`src/rtl/latch_exerciser_if.sv`:
```
// +----------------------------------------------------------------------+
// | latch_exerciser_if: connection to the external level-sensitive latch |
// | Rev 1.0                                                               |
// +----------------------------------------------------------------------+
`default_nettype none

interface latch_exerciser_if;
  logic lat_en;
  logic lat_d;
  logic lat_q;
  logic lat_qb;

  modport master (
    output lat_en,
    output lat_d,
    input  lat_q,
    input  lat_qb
  );

  modport slave (
    input  lat_en,
    input  lat_d,
    output lat_q,
    output lat_qb
  );
endinterface

`default_nettype wire

```
`src/rtl/latch_exerciser.sv`:
```
// +----------------------------------------------------------------------+
// | latch_exerciser: writes a word LSB-first into an external D latch,    |
// | disturbs d after each close and checks that q/qb held the bit.        |
// | Rev 1.0                                                               |
// +----------------------------------------------------------------------+
`default_nettype none

module latch_exerciser #(
  parameter int WIDTH     = 8,
  parameter int SETUP_CYC = 1,
  parameter int OPEN_CYC  = 2,
  parameter int HOLD_CYC  = 2
) (
  input  wire logic             clk,
  input  wire logic             rst,
  input  wire logic             start,
  input  wire logic [WIDTH-1:0] data,
  input  wire logic             clr_cnt,
  output logic                  busy,
  output logic                  done,
  output logic                  err,
  output logic [7:0]            err_count,
  output logic [WIDTH-1:0]      rd_data,
  latch_exerciser_if.master     lat
);

  localparam int MAX_CYC = (SETUP_CYC > OPEN_CYC)
                         ? ((SETUP_CYC > HOLD_CYC) ? SETUP_CYC : HOLD_CYC)
                         : ((OPEN_CYC > HOLD_CYC) ? OPEN_CYC : HOLD_CYC);
  localparam int CNT_W = (MAX_CYC > 1) ? $clog2(MAX_CYC) : 1;
  localparam int IDX_W = (WIDTH > 1) ? $clog2(WIDTH) : 1;

  localparam logic [CNT_W-1:0] SETUP_LAST = CNT_W'(SETUP_CYC - 1);
  localparam logic [CNT_W-1:0] OPEN_LAST  = CNT_W'(OPEN_CYC - 1);
  localparam logic [CNT_W-1:0] HOLD_LAST  = CNT_W'(HOLD_CYC - 1);
  localparam logic [IDX_W-1:0] IDX_LAST   = IDX_W'(WIDTH - 1);

  typedef enum logic [2:0] {
    ST_IDLE  = 3'd0,
    ST_SETUP = 3'd1,
    ST_OPEN  = 3'd2,
    ST_HOLD  = 3'd3,
    ST_DONE  = 3'd4
  } state_t;

  state_t           state_q, state_d;
  logic [CNT_W-1:0] phase_q, phase_d;
  logic [IDX_W-1:0] bit_idx_q, bit_idx_d;
  logic [WIDTH-1:0] shreg_q, shreg_d;
  logic [WIDTH-1:0] rd_data_q, rd_data_d;
  logic [7:0]       err_count_q, err_count_d;
  logic             busy_q, busy_d;
  logic             done_q, done_d;
  logic             err_q, err_d;
  logic             lat_en_q, lat_en_d;
  logic             lat_d_q, lat_d_d;
  logic             mismatch;
  logic [WIDTH-1:0] shreg_next;

  assign shreg_next = shreg_q >> 1;

  always_comb begin
    state_d     = state_q;
    phase_d     = phase_q;
    bit_idx_d   = bit_idx_q;
    shreg_d     = shreg_q;
    rd_data_d   = rd_data_q;
    busy_d      = busy_q;
    done_d      = 1'b0;
    err_d       = err_q;
    lat_en_d    = lat_en_q;
    lat_d_d     = lat_d_q;
    mismatch    = 1'b0;
    err_count_d = err_count_q;

    case (state_q)
      ST_IDLE: begin
        lat_en_d = 1'b0;
        busy_d   = 1'b0;
        if (start) begin
          shreg_d   = data;
          err_d     = 1'b0;
          rd_data_d = '0;
          bit_idx_d = '0;
          phase_d   = '0;
          lat_d_d   = data[0];
          busy_d    = 1'b1;
          state_d   = ST_SETUP;
        end
      end
      ST_SETUP: begin
        if (phase_q == SETUP_LAST) begin
          phase_d  = '0;
          lat_en_d = 1'b1;
          state_d  = ST_OPEN;
        end else begin
          phase_d = phase_q + 1'b1;
        end
      end
      ST_OPEN: begin
        // en falls and d inverts on the same edge: the latch under test
        // must have zero (or negative) hold time relative to en falling.
        if (phase_q == OPEN_LAST) begin
          phase_d  = '0;
          lat_en_d = 1'b0;
          lat_d_d  = ~shreg_q[0];
          state_d  = ST_HOLD;
        end else begin
          phase_d = phase_q + 1'b1;
        end
      end
      ST_HOLD: begin
        if (phase_q == HOLD_LAST) begin
          mismatch = (lat.lat_q != shreg_q[0]) || (lat.lat_qb == shreg_q[0]);
          if (mismatch) begin
            err_d = 1'b1;
          end
          rd_data_d[bit_idx_q] = lat.lat_q;
          phase_d = '0;
          if (bit_idx_q == IDX_LAST) begin
            done_d  = 1'b1;
            state_d = ST_DONE;
          end else begin
            bit_idx_d = bit_idx_q + 1'b1;
            shreg_d   = shreg_next;
            lat_d_d   = shreg_next[0];
            state_d   = ST_SETUP;
          end
        end else begin
          phase_d = phase_q + 1'b1;
        end
      end
      ST_DONE: begin
        busy_d  = 1'b0;
        state_d = ST_IDLE;
      end
      default: begin
        lat_en_d = 1'b0;
        busy_d   = 1'b0;
        state_d  = ST_IDLE;
      end
    endcase

    // Clear takes priority over a mismatch sampled on the same edge.
    if (clr_cnt) begin
      err_count_d = 8'd0;
    end else if (mismatch && (err_count_q != 8'hFF)) begin
      err_count_d = err_count_q + 8'd1;
    end
  end

  always_ff @(posedge clk) begin
    if (rst) begin
      state_q     <= ST_IDLE;
      phase_q     <= '0;
      bit_idx_q   <= '0;
      shreg_q     <= '0;
      rd_data_q   <= '0;
      err_count_q <= 8'd0;
      busy_q      <= 1'b0;
      done_q      <= 1'b0;
      err_q       <= 1'b0;
      lat_en_q    <= 1'b0;
      lat_d_q     <= 1'b0;
    end else begin
      state_q     <= state_d;
      phase_q     <= phase_d;
      bit_idx_q   <= bit_idx_d;
      shreg_q     <= shreg_d;
      rd_data_q   <= rd_data_d;
      err_count_q <= err_count_d;
      busy_q      <= busy_d;
      done_q      <= done_d;
      err_q       <= err_d;
      lat_en_q    <= lat_en_d;
      lat_d_q     <= lat_d_d;
    end
  end

  assign busy       = busy_q;
  assign done       = done_q;
  assign err        = err_q;
  assign err_count  = err_count_q;
  assign rd_data    = rd_data_q;
  assign lat.lat_en = lat_en_q;
  assign lat.lat_d  = lat_d_q;

endmodule

`default_nettype wire

```
`src/flat_wrapper.sv`:
```
// flat-port wrapper written by rule: the top's interface ports become plain ports
module latch_exerciser_flat 
#(
  parameter int WIDTH     = 8,
  parameter int SETUP_CYC = 1,
  parameter int OPEN_CYC  = 2,
  parameter int HOLD_CYC  = 2
)
  (clk, rst, start, data, clr_cnt, busy, done, err, err_count, rd_data, lat_lat_en, lat_lat_d, lat_lat_q, lat_lat_qb);
  latch_exerciser_if lat_i ();
  input  wire logic clk;
  input  wire logic rst;
  input  wire logic start;
  input  wire logic [WIDTH-1:0] data;
  input  wire logic clr_cnt;
  output logic busy;
  output logic done;
  output logic err;
  output logic [7:0] err_count;
  output logic [WIDTH-1:0] rd_data;
  output wire logic [$bits(lat_i.lat_en)-1:0] lat_lat_en;
  output wire logic [$bits(lat_i.lat_d)-1:0] lat_lat_d;
  input wire logic [$bits(lat_i.lat_q)-1:0] lat_lat_q;
  input wire logic [$bits(lat_i.lat_qb)-1:0] lat_lat_qb;
  assign lat_lat_en = lat_i.lat_en;
  assign lat_lat_d = lat_i.lat_d;
  assign lat_i.lat_q = lat_lat_q;
  assign lat_i.lat_qb = lat_lat_qb;
  latch_exerciser #(.WIDTH(WIDTH), .SETUP_CYC(SETUP_CYC), .OPEN_CYC(OPEN_CYC), .HOLD_CYC(HOLD_CYC)) u_core (.clk(clk), .rst(rst), .start(start), .data(data), .clr_cnt(clr_cnt), .busy(busy), .done(done), .err(err), .err_count(err_count), .rd_data(rd_data), .lat(lat_i));
endmodule
```
`config.mk`:
```
export PLATFORM = sky130hd
export DESIGN_NAME = latch_exerciser_flat
export DESIGN_NICKNAME = d
export VERILOG_FILES = /design/src/rtl/latch_exerciser_if.sv /design/src/rtl/latch_exerciser.sv /design/src/flat_wrapper.sv
export SDC_FILE = /design/constraint.sdc
export NUM_CORES = 1
export LEC_CHECK = 0
export BUFFER_PORTS_ARGS = -buffer_cell sky130_fd_sc_hd__buf_2
export CORE_MARGIN = 5
export CORE_UTILIZATION = 30
export CTS_BUF_LIST = sky130_fd_sc_hd__clkbuf_2 sky130_fd_sc_hd__clkbuf_4 sky130_fd_sc_hd__clkbuf_8
export DETAILED_ROUTE_END_ITERATION = 12
export GPL_ROUTABILITY_DRIVEN = 0
export PLACE_DENSITY = 0.57
export SLEW_MARGIN = 20
export SYNTH_ARGS = -nofsm -noshare
export SYNTH_HDL_FRONTEND = slang
export SYNTH_SLANG_ARGS = --single-unit
```
`constraint.sdc`:
```
create_clock -name clk -period 1.75 [get_ports clk]
set_clock_uncertainty 0.2 [all_clocks]
set_input_delay 0.0875 -clock clk [delete_from_list [all_inputs] [get_ports clk]]
set_output_delay 0.0875 -clock clk [all_outputs]
set_load 0.1 [all_outputs]
```
==> results of run 1 <==
## worst max-delay path: stages (launching register included)
cell	delay, ns
dfxtp_4	0.37
or4b_4	0.55
a22oi_4	0.22
buf_6	0.15
nor2_1	0.04
a311oi_1	0.23
## layer usage
layer | track usage | vias up | routed length, um | part of all wire
li1 | - | 943 | - | -
met1 | 0.172 | 843 | 2250 | 0.48
met2 | 0.202 | 37 | 2150 | 0.46
met3 | 0.0341 | 6 | 217 | 0.046
met4 | 0.0460 | 0 | 61 | 0.013
met5 | 0 | - | 0 | 0
## through the flow
step / cell area [um^2] / cells / power [mW]
2_1_floorplan: 1880 / 216 / 1.20
3_3_place_gp: 2310 / 342 / 1.34
3_5_place_dp: 2310 / 342 / 1.35
4_1_cts: 2520 / 361 / 1.94
5_1_grt: 2560 / 362 / 2.06
6_report: 2560 / 362 / 1.92
## cells in the final DEF, fill, tap and decap left out, types with 3 or more instances in the layout
cell	instances
buf_2	34
buf_4	31
nand2_1	28
dfxtp_1	25
nor2_1	18
a21oi_1	17
o21ai_0	11
dlygate4sd3_1	10
dfxtp_4	8
nand2b_1	6
o31ai_1	6
inv_1	6
nand3_1	5
nor3_1	5
a311oi_1	5
o211ai_1	5
clkbuf_8	5
or3_1	4
a32o_1	4
mux2i_1	3
nor2b_1	3
or4_1	3
dfxtp_2	3
## power breakdown
group / leakage [nW] / total [mW] / internal (mW) / switching, mW
clock network: 0.0453 / 0.561 / 0.270 / 0.291
registers: 0.300 / 0.895 / 0.855 / 0.0396
logic: 0.689 / 0.466 / 0.207 / 0.259
## worst max-delay path by stage
stage                        start             endpoint  slack (ns)  depth (start not counted)
2_1_floorplan  u_core.err_count[6]  u_core.err_count[7]       -0.02                          3
3_3_place_gp     u_core.state_q[0]    u_core.rd_data[4]       -0.07                          5
3_5_place_dp     u_core.state_q[1]    u_core.shreg_q[4]       -0.08                          5
4_1_cts          u_core.state_q[1]    u_core.shreg_q[4]       -0.09                          5
5_1_grt          u_core.state_q[2]    u_core.shreg_q[4]       -0.22                          5
6_report         u_core.state_q[1]    u_core.shreg_q[4]       -0.12                          5
## flip-flops by register name (all words and copies together), names as in the netlist
register	count
u_core.err	1
u_core.err_count	8
u_core.busy	1
u_core.lat.lat_d	1
u_core.rd_data	8
u_core.done	1
u_core.lat.lat_en	1
u_core.bit_idx_q	3
u_core.shreg_q	8
u_core.state_q	3
u_core.phase_q	1
## timing repair
item	in CTS	in global routing
endpoints found under the setup margin	21	26
hold endpoints to repair	18	0
cloned	0	1
buffers inserted	1	0
pin swaps	1	3
resized for setup	4	10
hold buffers	10	0
## final cells by class
class / instances / share of cell area
tap: 75 / 0.0366
clock inverter: 3 / 0.00537
multi-input combinational: 159 / 0.422
clock buffer: 5 / 0.0268
sequential: 36 / 0.294
inverter: 7 / 0.0102
timing repair buffer: 77 / 0.205
## kinds of logic after synthesis
family | Yosys count
compound gates | 65
fa+ha+maj | 3
buf+inv | 22
flops | 36
mux | 3
simple gates | 87
==> metrics.cfg, run 1 <==
[clocking]
cts_buffers=5
clockBufferDepth=2
cts_tree=yes
clk_latency_ns=0.28
cts-htree-levels=2
clock_sinks=36
root_buffer=clkbuf_8
cts.clk_slew.worst_paths_ns=0.07

[critical_path]
start_kind=flip-flop
rrSetupSlack_ns=-0.12
critical_path_peak_fanout=6
r2r_cells=5
critPathKind=flip-flop to flip-flop
cp-end-kind=flip-flop
reg2reg_to=u_core.shreg_q[4]
r2r-start=u_core.state_q[1]
required_ns=1.74
worstPathArrival_ns=1.86

[timing]
hold_slack_ns=0.00858
maxSlewHeadroom=0.675
worst_slew_pin_slew_ns=0.491
fmax_ghz=0.536
finalCriticalPeriod_ns=1.87
setup_ws_ns=-0.115
setup_viol=12
final.setup.tns_ns=-0.660
final_hold_viol_count=0
rsz0062_at_grt=true
timing.final.crit_share=1.07
maxSlewViolCount=0

[yosys]
synth.most_common_cell=dfxtp_1
synth_fa_ha_area_frac=0.0209
synth_cell_type_count=43
synth_mux_area_frac=0.0167
synth.ff_latch_count=36
synth_largest_area_cell=dfxtp_1
async_reset_ff_frac=0
synthesis.instances=216
synthSimpleGateAreaFrac=0.247
synth_xor_area_frac=0
synth_edf_count=0
synth_top_family_by_area=compound AO/OA/AOI/OAI gates
synth_top_area_share=0.402
ys.warnings.count=0
ys.flop_type=dfxtp_1
yosys-top-cells-count=dfxtp_1 (36), nand2_1 (28), nor2_1 (20)
synth_compound_area_frac=0.262
synth_seq_area_share=0.402
synth_area_um2=1790
syn_avg_cell_area_um2=8.30
synth_nets=233
netlist_top_cells_area=dfxtp_1 (40%), nand2_1 (5.9%), a21oi_1 (5.0%)

[placed_design]
dp_slack_ns=-0.0842
dp_hpwl_um=3400
io_buffer_count=34

[hold_path]
whs_endpoint=u_core.err_count[2]
worstHoldPathType=primary input to flip-flop
hold_depth=3
hold_start=lat_lat_qb

[finish]
nets=303
insertedDiodeCount=0
drive_gt1_frac=0.366
multiInputGateArea_um2=1080
areaGrowthSynthToFinish_pct=43.1
ff_latch_area_um2=754
fillers=585
utilization=0.438

[floorplan]
fp-row-count=28
io_pins=35
initial_core_util=0.306
core-area_um2=5850
die_h_um=87.3
die_w_um=87.3
die_area_um2=7620

[drt]
wl_per_cell_um=12.9
first_pass_iters=4
viasPerCell=5.05
dr_total_vias=1829
remaining_drc_errors=0
first_iter_violations=32
drtAntennaViolNets=0
routed_wl_um=4690

[power_and_ir_drop]
leakagePower_nw=1.03
peakVddDrop_mv=0.273
power_density_nw_per_um2=749

[global_routing]
grt_pass1_vias=1738
gr-total-overflow=0
antenna_found_initial=0
grt_pass1_wl_um=8000
grt_start_max_net_pins=12
track_usage=0.130

[status]
violations=setup timing
status=complete, but fails checks

[run]
max_cap_viol_count=0

Note: power is estimated with default switching activity, not from simulation.
==> run 2: changes to the inputs <==
CORE_ASPECT_RATIO = 0.75   (was unset)
CTS_CLUSTER_DIAMETER = 30   (was unset)
==> metrics.cfg, run 2 (synthesis results as in run 1) <==
[timing]
maxSlewViolCount=0  ; unchanged
finalCriticalPeriod_ns=1.85  ; -0.0162 ns
timing.final.crit_share=1.06  ; -0.00925
rsz0062_at_grt=true
worst_slew_pin_slew_ns=0.489  ; -0.00156 ns
fmax_ghz=0.541  ; +0.87%
setup_viol=21  ; +9
final_hold_viol_count=0  ; unchanged
setup_ws_ns=-0.0993  ; +0.0162 ns
hold_slack_ns=0.0124  ; +0.00387 ns
final.setup.tns_ns=-0.876  ; -0.216 ns
maxSlewHeadroom=0.676  ; +0.00103

[finish]
utilization=0.444  ; +0.00524
final_common_cell=buf_2
areaGrowthSynthToFinish_pct=43.4
finalNonFillerCells=361  ; -0.28%
fin_area_um2=2570  ; +0.24%
drive_gt1_frac=0.364  ; -0.00190
nets=299  ; -1.3%
layout_common_cells=buf_2 (34), nand2_1 (28), buf_4 (28), dfxtp_1 (25), nor2_1 (18)
fillers=574  ; -1.9%
insertedDiodeCount=0  ; unchanged

[floorplan]
core-area_um2=5800  ; -0.94%
fp-row-count=24  ; -14%
io_pins=35  ; unchanged
initial_core_util=0.309  ; +0.00291
die_h_um=77.0  ; -12%
die_area_um2=7640  ; +0.20%
die_w_um=99.3  ; +14%

[power_and_ir_drop]
power_density_nw_per_um2=782  ; +4.3%
peakVddDrop_mv=0.443  ; +62%
leakagePower_nw=1.03  ; -0.87%
p_total_mw=2.01  ; +4.6%

[placed_design]
io_buffer_count=34  ; unchanged
dp.cells=339  ; -0.88%
dp_slack_ns=-0.0943  ; -0.0101 ns
dp_hpwl_um=3460  ; +1.9%
dpl-instance-area_um2=2280  ; -1.2%

[clocking]
clockBufferDepth=2  ; unchanged
cts.clk_slew.worst_paths_ns=0.07  ; about the same
clk_latency_ns=0.29  ; about the same
cts-htree-levels=2  ; unchanged
cts_buffers=5  ; unchanged
clock_sinks=36  ; unchanged
cts_tree=yes
root_buffer=clkbuf_8

[critical_path]
worstPathArrival_ns=1.85  ; about the same
critPathKind=flip-flop to flip-flop
critical_path_peak_fanout=6  ; unchanged
start_kind=flip-flop
required_ns=1.75  ; about the same
cp-end-kind=flip-flop

[drt]
wl_per_cell_um=13.2  ; +1.9%
dr_total_vias=1784  ; -2.5%
drtAntennaViolNets=0  ; unchanged
first_pass_iters=4  ; unchanged
routed_wl_um=4760  ; +1.6%
viasPerCell=4.94  ; -2.2%
first_iter_violations=125  ; +290%
remaining_drc_errors=0  ; unchanged

[global_routing]
grt_pass1_vias=1642  ; -5.5%
track_usage=0.127  ; -0.00262
antenna_found_initial=0  ; unchanged
grt_start_max_net_pins=19  ; +7
grt_pass1_wl_um=7950  ; -0.70%
gr-total-overflow=0  ; unchanged

[hold_path]
worstHoldPathType=primary input to flip-flop

[status]
status=complete, but fails checks
violations=setup timing

[run]
max_cap_viol_count=0  ; unchanged

[run 2: cell count changes in the layout (fill, tap and decap cells not counted), sizes merged]
cell    previous run  this run
buf               67        63
clkbuf             5         8
clkinv             4         1
[run 2: routing by layer]
layer  share of wire  global-route usage  vias up
met5               0                   0        -
met4          0.0061              0.0205        0
met3           0.044              0.0426        4
met2            0.42               0.181       38
met1            0.53               0.187      807
li1                -                   -      935
[run 2: repair_timing]
item                                   4_1_cts  5_1_grt
setup buffers                                3        0
cloned                                       1        0
endpoints found under the hold margin       16        0
hold buffers                                10        0
pin swaps                                    2        4
setup endpoints to repair                   23       25
gates resized for setup                      2       12
[run 2: where the power goes]
part	leakage (nW)	internal [mW]	total, mW	switching [mW]
logic	0.673	0.206	0.474	0.268
clock network	0.0523	0.352	0.642	0.289
registers	0.300	0.855	0.894	0.0389
total	1.03	1.41	2.01	0.597
[run 2: cell type report]
class,instances,area (um^2),share of cell area
Multi-Input combinational cell,159,1090,0.426
Sequential cell,36,754,0.293
Timing Repair Buffer,73,500,0.195
Clock buffer,8,97.6,0.0380
Tap cell,78,97.6,0.0380
Inverter,7,26.3,0.0102
[run 2: worst max-delay path: stages, from the launching register on]
cell	delay, ns
dfxtp_4	0.37
nor4b_1	0.35
buf_4	0.18
a21oi_1	0.05
or3_1	0.42
o31ai_1	0.21
[run 2: final timing paths]
check	startpoint	endpoint	slack, ns	cells past startpoint
worst max-delay path	u_core.state_q[0]	u_core.rd_data[4]	-0.1	5
worst min-delay path	lat_lat_qb	u_core.err	0.01	3
worst max register to register	u_core.state_q[0]	u_core.rd_data[4]	-0.1	5
worst min register to register	u_core.shreg_q[3]	u_core.shreg_q[2]	0.27	2
